### src/rtl/cache_mem_pkg.sv
// Shared types for the cache/memory write-back path: widths, FSM states and
// the queued write-back entry layout.
package cache_mem_pkg;

  localparam int DEF_ADDR_WIDTH = 32;
  localparam int DEF_DATA_WIDTH = 64;

  typedef enum logic [1:0] {
    IDLE    = 2'd0,
    RD_WAIT = 2'd1,
    WR_WAIT = 2'd2
  } wbb_state_e;

  typedef struct packed {
    logic [DEF_ADDR_WIDTH-1:0] addr;
    logic [DEF_DATA_WIDTH-1:0] data;
  } wb_entry_t;

endpackage

### src/rtl/wb_fifo_cam.sv
// Circular write-back queue with an associative lookup that returns the
// newest matching entry, including a same-cycle incoming push.
module wb_fifo_cam #(
  parameter int DEPTH      = 4,
  parameter int ADDR_WIDTH = 32,
  parameter int DATA_WIDTH = 64
) (
  input  logic                  clock_i,
  input  logic                  reset_i,
  input  logic                  push_i,
  input  logic [ADDR_WIDTH-1:0] push_addr_i,
  input  logic [DATA_WIDTH-1:0] push_data_i,
  input  logic                  pop_i,
  output logic                  full_o,
  output logic                  empty_o,
  output logic [ADDR_WIDTH-1:0] head_addr_o,
  output logic [DATA_WIDTH-1:0] head_data_o,
  input  logic [ADDR_WIDTH-1:0] lookup_addr_i,
  output logic                  hit_o,
  output logic [DATA_WIDTH-1:0] hit_data_o
);

  localparam int PW = $clog2(DEPTH);
  localparam int CW = PW + 1;

  logic [ADDR_WIDTH-1:0] addr_q [DEPTH];
  logic [DATA_WIDTH-1:0] data_q [DEPTH];
  logic [PW-1:0]         wr_ptr_q, wr_ptr_d, rd_ptr_q, rd_ptr_d;
  logic [CW-1:0]         count_q, count_d;
  logic                  do_push, do_pop;

  assign full_o      = (count_q == CW'(DEPTH));
  assign empty_o     = (count_q == '0);
  assign do_push     = push_i && !full_o;
  assign do_pop      = pop_i && !empty_o;
  assign head_addr_o = addr_q[rd_ptr_q];
  assign head_data_o = data_q[rd_ptr_q];

  always_ff @(posedge clock_i) begin
    if (do_push) begin
      addr_q[wr_ptr_q] <= push_addr_i;
      data_q[wr_ptr_q] <= push_data_i;
    end
  end

  always_comb begin
    wr_ptr_d = do_push ? wr_ptr_q + 1'b1 : wr_ptr_q;
    rd_ptr_d = do_pop  ? rd_ptr_q + 1'b1 : rd_ptr_q;
    count_d  = count_q;
    if (do_push && !do_pop) count_d = count_q + 1'b1;
    if (!do_push && do_pop) count_d = count_q - 1'b1;
  end

  always_ff @(posedge clock_i or posedge reset_i) begin
    if (reset_i) begin
      wr_ptr_q <= '0;
      rd_ptr_q <= '0;
      count_q  <= '0;
    end else begin
      wr_ptr_q <= wr_ptr_d;
      rd_ptr_q <= rd_ptr_d;
      count_q  <= count_d;
    end
  end

  // Scan oldest to newest so the last match wins; an accepted push is newer still.
  always_comb begin
    hit_o      = 1'b0;
    hit_data_o = '0;
    for (int k = 0; k < DEPTH; k++) begin
      if ((CW'(k) < count_q) && (addr_q[rd_ptr_q + PW'(k)] == lookup_addr_i)) begin
        hit_o      = 1'b1;
        hit_data_o = data_q[rd_ptr_q + PW'(k)];
      end
    end
    if (do_push && (push_addr_i == lookup_addr_i)) begin
      hit_o      = 1'b1;
      hit_data_o = push_data_i;
    end
  end

endmodule

### src/rtl/write_back_buffer.sv
// Write-back buffer between the data cache and memory: queues evictions,
// drains them in the background and serves refills with read priority.
module write_back_buffer
  import cache_mem_pkg::*;
#(
  parameter int DEPTH      = 4,
  parameter int ADDR_WIDTH = DEF_ADDR_WIDTH,
  parameter int DATA_WIDTH = DEF_DATA_WIDTH
) (
  input  logic                  clock,
  input  logic                  reset,
  input  logic                  wb_req,
  input  logic [ADDR_WIDTH-1:0] wb_addr,
  input  logic [DATA_WIDTH-1:0] wb_data,
  output logic                  wb_ready,
  input  logic                  rd_req,
  input  logic [ADDR_WIDTH-1:0] rd_addr,
  output logic                  rd_busy,
  output logic                  rd_valid,
  output logic [DATA_WIDTH-1:0] rd_data,
  output logic                  mem_req,
  output logic                  mem_we,
  output logic [ADDR_WIDTH-1:0] mem_addr,
  output logic [DATA_WIDTH-1:0] mem_wdata,
  input  logic                  mem_ack,
  input  logic [DATA_WIDTH-1:0] mem_rdata
);

  wbb_state_e            state_q, state_d;
  logic                  rd_busy_q, rd_busy_d, rd_valid_q, rd_valid_d;
  logic [ADDR_WIDTH-1:0] pend_addr_q, pend_addr_d;
  logic [DATA_WIDTH-1:0] rd_data_q, rd_data_d;
  logic                  fifo_full, fifo_empty, fifo_pop, hit;
  logic [ADDR_WIDTH-1:0] head_addr;
  logic [DATA_WIDTH-1:0] head_data, hit_data;
  logic                  wb_push, rd_fire, rd_miss;

  assign wb_ready = !fifo_full;
  assign wb_push  = wb_req && !fifo_full;
  assign rd_fire  = rd_req && !rd_busy_q;
  assign rd_miss  = rd_fire && !hit;
  assign fifo_pop = (state_q == WR_WAIT) && mem_ack;
  assign rd_busy  = rd_busy_q;
  assign rd_valid = rd_valid_q;
  assign rd_data  = rd_data_q;

  wb_fifo_cam #(
    .DEPTH      (DEPTH),
    .ADDR_WIDTH (ADDR_WIDTH),
    .DATA_WIDTH (DATA_WIDTH)
  ) u_fifo (
    .clock_i       (clock),
    .reset_i       (reset),
    .push_i        (wb_req),
    .push_addr_i   (wb_addr),
    .push_data_i   (wb_data),
    .pop_i         (fifo_pop),
    .full_o        (fifo_full),
    .empty_o       (fifo_empty),
    .head_addr_o   (head_addr),
    .head_data_o   (head_data),
    .lookup_addr_i (rd_addr),
    .hit_o         (hit),
    .hit_data_o    (hit_data)
  );

  always_ff @(posedge clock or posedge reset) begin
    if (reset) state_q <= IDLE;
    else       state_q <= state_d;
  end

  // Deciding on this cycle's miss/push lets mem_req rise the very next cycle.
  always_comb begin
    state_d = state_q;
    unique case (state_q)
      IDLE: begin
        if (rd_busy_q || rd_miss)      state_d = RD_WAIT;
        else if (!fifo_empty || wb_push) state_d = WR_WAIT;
      end
      RD_WAIT: if (mem_ack) state_d = IDLE;
      WR_WAIT: if (mem_ack) state_d = IDLE;
      default: state_d = IDLE;
    endcase
  end

  always_comb begin
    mem_req   = 1'b0;
    mem_we    = 1'b0;
    mem_addr  = '0;
    mem_wdata = '0;
    unique case (state_q)
      RD_WAIT: begin
        mem_req  = 1'b1;
        mem_addr = pend_addr_q;
      end
      WR_WAIT: begin
        mem_req   = 1'b1;
        mem_we    = 1'b1;
        mem_addr  = head_addr;
        mem_wdata = head_data;
      end
      default: ;
    endcase
  end

  always_comb begin
    rd_busy_d   = rd_busy_q;
    pend_addr_d = pend_addr_q;
    rd_valid_d  = 1'b0;
    rd_data_d   = rd_data_q;
    if (rd_fire) begin
      if (hit) begin
        rd_valid_d = 1'b1;
        rd_data_d  = hit_data;
      end else begin
        rd_busy_d   = 1'b1;
        pend_addr_d = rd_addr;
      end
    end
    if ((state_q == RD_WAIT) && mem_ack) begin
      rd_valid_d = 1'b1;
      rd_data_d  = mem_rdata;
      rd_busy_d  = 1'b0;
    end
  end

  always_ff @(posedge clock or posedge reset) begin
    if (reset) begin
      rd_busy_q   <= 1'b0;
      rd_valid_q  <= 1'b0;
      pend_addr_q <= '0;
      rd_data_q   <= '0;
    end else begin
      rd_busy_q   <= rd_busy_d;
      rd_valid_q  <= rd_valid_d;
      pend_addr_q <= pend_addr_d;
      rd_data_q   <= rd_data_d;
    end
  end

  always @(posedge clock) begin
    if (!reset) assert (!(wb_req && fifo_full)) else $error("wb_req pulsed while buffer full");
  end

endmodule

### config.mk
export PLATFORM = sky130hd
export DESIGN_NAME = write_back_buffer
export DESIGN_NICKNAME = d
export VERILOG_FILES = /design/src/rtl/cache_mem_pkg.sv /design/src/rtl/wb_fifo_cam.sv /design/src/rtl/write_back_buffer.sv
export SDC_FILE = /design/constraint.sdc
export NUM_CORES = 1
export LEC_CHECK = 0
export ABC_CLOCK_PERIOD_IN_PS = 5000
export BUFFER_PORTS_ARGS = -buffer_cell sky130_fd_sc_hd__buf_2
export CAP_MARGIN = 10
export CORE_ASPECT_RATIO = 0.5
export CORE_MARGIN = 1
export CORE_UTILIZATION = 55
export DETAILED_ROUTE_END_ITERATION = 10
export GPL_ROUTABILITY_DRIVEN = 1
export HOLD_SLACK_MARGIN = 0.06
export PLACE_DENSITY = 0.76
export SYNTH_ARGS = -nofsm -noshare
export SYNTH_HDL_FRONTEND = slang
export SYNTH_HIERARCHICAL = 1
export SYNTH_SLANG_ARGS = --single-unit
### constraint.sdc
create_clock -name clock -period 5 [get_ports clock]
set_input_delay 1 -clock clock [delete_from_list [all_inputs] [get_ports clock]]
set_output_delay 1 -clock clock [all_outputs]
set_load 0.005 [all_outputs]
=== After elaboration in Yosys (flattened, before gate mapping) ===
Memories as Yosys holds them, arrays and structs flattened.
Index checks and enable logic that the tools add are counted.
Widths: inputs -> output; s select.

* Register bits after elaboration: 107
* Bits in writable memories: 384
* Bits of input ports: 197
* Output and inout bits: 165
* Word-level logic and storage cells: 94
* Memories: 2

* $add $sub $neg: 6
* $lt $le $gt $ge: 4
* Eq/ne operators: 11
* Muxes and demuxes: 31
* Bitwise gates (word level): 1
* Reductions and logical operators: 31

{| class="wikitable"
|+ Memory list
! memory !! depth !! width !! rd ports !! clocked after memory_dff !! wr ports !! RTL line !! text
|-
| u_fifo.data_q || 4 || 64 || 4 || 0 || 1 || wb_fifo_cam.sv:27 || <nowiki>logic [DATA_WIDTH-1:0] data_q [DEPTH];</nowiki>
|-
| u_fifo.addr_q || 4 || 32 || 4 || 0 || 1 || wb_fifo_cam.sv:26 || <nowiki>logic [ADDR_WIDTH-1:0] addr_q [DEPTH];</nowiki>
|}

{| class="wikitable"
|+ Operators by type and width
! cell !! number
|-
| $mux 64 || 9
|-
| $eq 32x32->1 || 5
|-
| $pmux 32 s2 || 1
|-
| $mux 1 || 15
|-
| $logic_and 1x1->1 || 13
|-
| $reduce_and 2->1 || 4
|-
| $logic_not 1->1 || 6
|-
| $lt 1x3->1 const A || 2
|-
| $lt 2x3->1 const A || 2
|-
| $mux 2 || 3
|-
| $mux 3 || 2
|-
| $reduce_bool 2->1 || 3
|-
| $add 2x1->2 const B || 2
|-
| $add 2x2->2 const B || 2
|-
| $ne 2x1->1 const B || 2
|-
| $pmux 2 s2 || 1
|-
| $add 3x1->3 const B || 1
|-
| $eq 3x3->1 const B || 1
|-
| $logic_not 3->1 || 1
|-
| $ne 3x3->1 const B || 1
|-
| $sub 3x1->3 const B || 1
|-
| $eq 2x1->1 const B || 1
|-
| $eq 2x2->1 const B || 1
|-
| $logic_not 2->1 || 1
|-
| 3 further kinds || 4
|}

=== Logic depth before layout (Yosys ltp) ===
An unclocked memory read counts as a cell.

* Depth after elaboration: 13
* Gate-level depth with buffers: 21
* Depth with buffers taken out: 13

=== Cells and area by module ===
The synthesis kept the hierarchy.

{| class="wikitable"
|+ Modules (own cells, without submodules)
! module !! instances !! cells each !! area an instance (um^2)
|-
| wb_fifo_cam || 1 || 2,538 || 27,350.0
|-
| write_back_buffer || 1 || 450 || 5,699.2
|}

=== Worst setup path after synthesis ===
OpenSTA, ideal clock, no wires.

* Path kind: reg2out
* Start point: register u_fifo.rd_ptr_q[0]
* End point: output mem_addr[16]
* Arrival time: 3.578 ns
* Required time: 4.000 ns
* Slack: 0.422 ns
* Stages on the path, launching flop included: 16
* Cells stage by stage: dfrtp_1 > buf_4 > buf_2 > buf_4 > buf_4 > buf_4 > buf_2 > clkbuf_1 > clkbuf_1 > clkbuf_1 > clkbuf_1 > buf_1 > clkbuf_1 > a21oi_1 > a22oi_1 > nor2b_1

* Longest elaborated chain between the ends: 2

{| class="wikitable"
|+ Ends and longest elaborated chain
! item !! RTL line !! text
|-
| start: declaration || wb_fifo_cam.sv:28 || <nowiki>logic [PW-1:0] wr_ptr_q, wr_ptr_d, rd_ptr_q, rd_ptr_d;</nowiki>
|-
| start signal: assignment || wb_fifo_cam.sv:61 || <nowiki>rd_ptr_q <= rd_ptr_d;</nowiki>
|-
| $mem_v2 4x32 || - ||
|-
| via head_addr[16] || write_back_buffer.sv:34 || <nowiki>logic [ADDR_WIDTH-1:0] head_addr;</nowiki>
|-
| $pmux 32 s2 || write_back_buffer.sv:91 || <nowiki>unique case (state_q)</nowiki>
|-
| end: declaration || write_back_buffer.sv:23 || <nowiki>output logic [ADDR_WIDTH-1:0] mem_addr,</nowiki>
|}

The timed path passes the listed nets, and every way through them passes these cells.

=== Worst setup path after layout ===
* Start point: register u_fifo.rd_ptr_q[0]
* End point: register pend_addr_q[7]

* Longest elaborated chain between the ends: 10

{| class="wikitable"
|+ Ends and longest elaborated chain
! item !! RTL line !! text
|-
| $add 2x1->2 / $mem_v2 4x32 (equally long branches) || - ||
|-
| $mem_v2 4x32 (*) || - ||
|-
| $eq 32x32->1 / $logic_and 1x1->1 (equally long branches) || wb_fifo_cam.sv:71 || <nowiki>if ((CW'(k) < count_q) && (addr_q[rd_ptr_q + PW'(k)] == lookup_addr_i)) begin</nowiki>
|-
| $logic_and 1x1->1 / $mux 1 (equally long branches) || wb_fifo_cam.sv:71 ||
|-
| $mux 1 (2 in series) || wb_fifo_cam.sv:71 ||
|-
| $mux 1 (*) || wb_fifo_cam.sv:71 ||
|-
| $mux 1 (*) || wb_fifo_cam.sv:76 || <nowiki>if (do_push && (push_addr_i == lookup_addr_i)) begin</nowiki>
|-
| via hit || write_back_buffer.sv:33 || <nowiki>logic fifo_full, fifo_empty, fifo_pop, hit;</nowiki>
|-
| $not 1->1 (no source line) (*) || - ||
|-
| $reduce_and 2->1 (no source line) (*) || - ||
|-
| end signal: assignment || write_back_buffer.sv:136 || <nowiki>pend_addr_q <= pend_addr_d;</nowiki>
|-
| end: declaration || write_back_buffer.sv:31 || <nowiki>logic [ADDR_WIDTH-1:0] pend_addr_q, pend_addr_d;</nowiki>
|}

Mark *: on every way through the listed nets, which the timed path passes. The rest lies on a longest branch.
A chain may end at the register's enable or synchronous reset.

==> flow_metrics.tcl <==
set metrics [dict create \
    avgSynthCellArea_um2 11.1 \
    r2r_cells 13 \
    maxCapViolCount 0 \
    crit_arrival_ns 5.46 \
    regArea_um2 14200 \
    antenna_found_initial 6 \
    numCtsBuffers 47 \
    place_area_um2 36300 \
    cp_common_cell "or4_1" \
    finalHoldViolCount 0 \
    fin_worst_skew_ns 0.0327 \
    finalNetCount 3505 \
    relSlewSlack 0.218 \
    grtUsageTotal 0.357 \
    synth-simple-area-share 0.0971 \
    cp.required_ns 5.46 \
    cts_tree "built" \
    start_util 0.558 \
    r2r_setup_slack_ns 0.001 \
    synth.area.mux_share 0.222 \
    async_flop_share 0.218 \
    ys_warn_count 6 \
    detail-route-antenna-nets 0 \
    drive_gt1_frac 0.311 \
    rsz0062_at_grt "no" \
    drt-initial-drc-count 3928 \
    gp_congestion 1.01 \
    finalMaxSlewViolations 0 \
    ys.flop_type "edfxtp_1" \
    slowest_delay_ns 0.68 \
    rr_startpoint "u_fifo/rd_ptr_q[0]$_DFFE_PP0P_" \
    p_comb_frac 0.535 \
    synth_edf_count 384 \
    cts_root_buffer "clkbuf_16" \
    clkPwrFrac 0.178 \
    vias 28100 \
    power.switching_mw 8.61 \
    synthAdderAreaFrac 0.00454 \
    syn_area_um2 33000 \
    cts.reportedPaths.clkPinSlew_ns 0.07 \
    grt.overflow.total 0 \
    multi_input_comb_area_um2 17500 \
    place_hpwl_mm 77.4 \
    crit_path_cell_trace "buf_12, inv_6, buf_4, o21ai_0, or4_1, a211o_1, or4_1, o21ai_0, or4_1, inv_1, and2_1, buf_12, mux2_2" \
    io_buffers 361 \
    p_per_area_nw_per_um2 557 \
    synth_xor_area_frac 0.0374 \
    htreeDepth 2 \
    grt_pass1_wl_mm 166 \
    holdWs_ns 0.384 \
    die_y_um 175 \
    syn_nets 3197 \
    status "finished clean" \
    switching_share 0.407 \
    rows 63 \
    die-area_um2 61100 \
    wire_per_inst_um 27.2 \
    fp.coreArea_um2 59300 \
    tns_ns 0 \
    fin_area_um2 38000 \
    area_delta_synth_final_pct 15.0 \
    grt_max_degree 228 \
    io_pins 362 \
    syn_inst 2988 \
    synth-compound-area-share 0.164 \
    worstMarginPinSlew_ns 1.17 \
    period_needed_ns 5.00 \
    crit_path_top_delay_cell "dfrtp_4" \
    ys_seq_area_frac 0.430 \
    routed_via_density 6.76 \
    finalSetupViolCount 0 \
    fill_cells 4629 \
    dr.pass1.iters 7 \
    ctsHoldBuffers 0 \
    synth_top_family_by_area "multiplexers" \
    synth_seq_cells 491 \
    ir_drop_mv 0.501 \
    clock-sinks 491 \
    holdCritPathClass "in2async" \
    pwr-share-seq 0.287 \
    regToRegEndpoint "pend_addr_q[7]$_DFFE_PP0P_" \
    start_kind "register" \
    clock_path_buffers 3 \
    die_w_um 349 \
    drt-total-wl_mm 113 \
    intPower_mw 12.5 \
    ys_types 85 \
    grt_pass1_vias 27100 \
    cp-end-kind "register" \
    crit_type "reg2reg" \
    critPathMaxFanout 31 \
    period_share 1.00 \
    drcViolationCount 0 \
    max_freq_ghz 0.200 \
    p_leak_nw 14.7 \
    insertion_delay_ns 0.60 \
]
[worst max-delay path by stage]
stage	from	cells after the start	slack, ns	endpoint
5_1_grt	u_fifo/rd_ptr_q[0]$_DFFE_PP0P_	6	0.002	mem_wdata[48]
3_3_place_gp	u_fifo/rd_ptr_q[1]$_DFFE_PP0P_	14	0.13	rd_data[59]$_DFFE_PP0P_
3_5_place_dp	u_fifo/rd_ptr_q[1]$_DFFE_PP0P_	14	0.07	rd_data[59]$_DFFE_PP0P_
4_1_cts	u_fifo/rd_ptr_q[1]$_DFFE_PP0P_	14	0.04	rd_data[59]$_DFFE_PP0P_
6_report	u_fifo/rd_ptr_q[0]$_DFFE_PP0P_	13	0.001	pend_addr_q[7]$_DFFE_PP0P_
2_1_floorplan	u_fifo/rd_ptr_q[0]$_DFFE_PP0P_	15	0.42	mem_addr[16]
[repair_timing]
action,CTS,global route
buffers inserted,0,10
resized for setup,0,4
setup endpoints to repair,0,48
[per-layer routing]
metal / vias to the layer above / GRT usage / wire length (um)
met2: 1865 / 0.577 / 52600
met4: 0 / 0.142 / 4630
met5: - / 0 / 0
met1: 13800 / 0.482 / 44300
met3: 331 / 0.0578 / 11300
li1: 12100 / - / -
[power groups by stage]
stage	Sequential, mW	Clock, mW	Combinational [mW]
after floorplan	6.01	0	7.96
after global placement	6.10	0	10.8
after detailed placement	6.17	0	11.0
after CTS	6.09	3.78	11.0
after global routing	6.18	3.93	12.0
final	6.08	3.76	11.3
[through the flow]
step                      instances  total power, mW   util  setup WS [ns]
final                          4151             21.2  0.641        0.00125
after global routing           4151             22.1  0.641        0.00155
after floorplan                2988             14.0      -          0.422
after detailed placement       4049             17.1  0.613         0.0710
after CTS                      4135             20.9  0.639         0.0386
after global placement         4049             16.9  0.613          0.130
[final cells by class]
type,count,share of cell area
Multi-Input combinational cell,2176,0.461
Tap cell,812,0.0267
Sequential cell,491,0.374
Antenna cell,6,0.000395
Clock buffer,58,0.0339
Inverter,33,0.00346
Timing Repair Buffer,547,0.0930
Clock inverter,28,0.00748
[cell families (layout without fill, tap and decap cells)]
family                     Yosys count  count (layout)
xor gates and xnor gates           141             141
adders and majority gates           12              12
other                                0               6
and+or+nand+nor                    659             659
DFF                                491             491
muxes                              634             634
buffers and inverters              321             666
AOI/OAI and AO/OA                  730             730
[worst max-delay path, delay by kind of cell, from the launching register on]
kind	cells	cell delay, ns
AOI/OAI and AO/OA	3	1.05
muxes	1	0.29
buffers and inverters	5	1.08
DFF	1	0.68
and+or+nand+nor	4	1.67
[sequential cells by signal (all words and copies together), names as in the netlist]
register         count
pend_addr_q         32
rd_busy              1
rd_data             64
rd_valid             1
state_q              2
u_fifo/addr_q      128
u_fifo/count_q       3
u_fifo/data_q      256
u_fifo/rd_ptr_q      2
u_fifo/wr_ptr_q      2
[cells in the mapped netlist (26+ instances only)]
library cell  instances  share of area
o32ai_1              41          0.011
xnor2_1             102          0.027
and2_1               72          0.014
nand2b_1             28         0.0053
mux2_4               50          0.023
nor2_1              259          0.029
a31o_2               40          0.011
o21ai_0              73          0.011
mux4_2               34          0.023
dfrtp_1             107          0.081
buf_1                36         0.0041
a311oi_1             40          0.011
o21bai_1             43         0.0098
clkbuf_1            173          0.020
o31ai_1              72          0.016
a21oi_1             108          0.016
nand2_1              91          0.010
mux2_2              251          0.086
buf_2                43         0.0065
nor4_1               26         0.0049
nor3_1               58         0.0088
a31oi_1              42         0.0080
xor2_1               39          0.010
a22oi_1              38         0.0086
inv_1                32         0.0036
mux2i_1             298          0.090
edfxtp_1            384           0.35
nor2b_1              42         0.0080
o31a_1               89          0.024
[cells in the final DEF (no fill, tap or decap), types with 40 or more instances in the layout]
| master | n |
|---|---|
| nor3_1 | 56 |
| buf_2 | 361 |
| a21oi_1 | 107 |
| mux2_4 | 50 |
| o31ai_1 | 72 |
| o31a_1 | 89 |
| o21bai_1 | 42 |
| a31o_2 | 40 |
| clkbuf_16 | 48 |
| o32ai_1 | 41 |
| mux2i_1 | 296 |
| nand2_1 | 90 |
| nor2_1 | 256 |
| o21ai_0 | 73 |
| xnor2_1 | 102 |
| edfxtp_1 | 384 |
| dfrtp_1 | 105 |
| nor2b_1 | 42 |
| buf_4 | 159 |
| a31oi_1 | 41 |
| mux2_2 | 251 |
| and2_1 | 71 |
| a311oi_1 | 40 |
(Power assumes the default switching activity.)
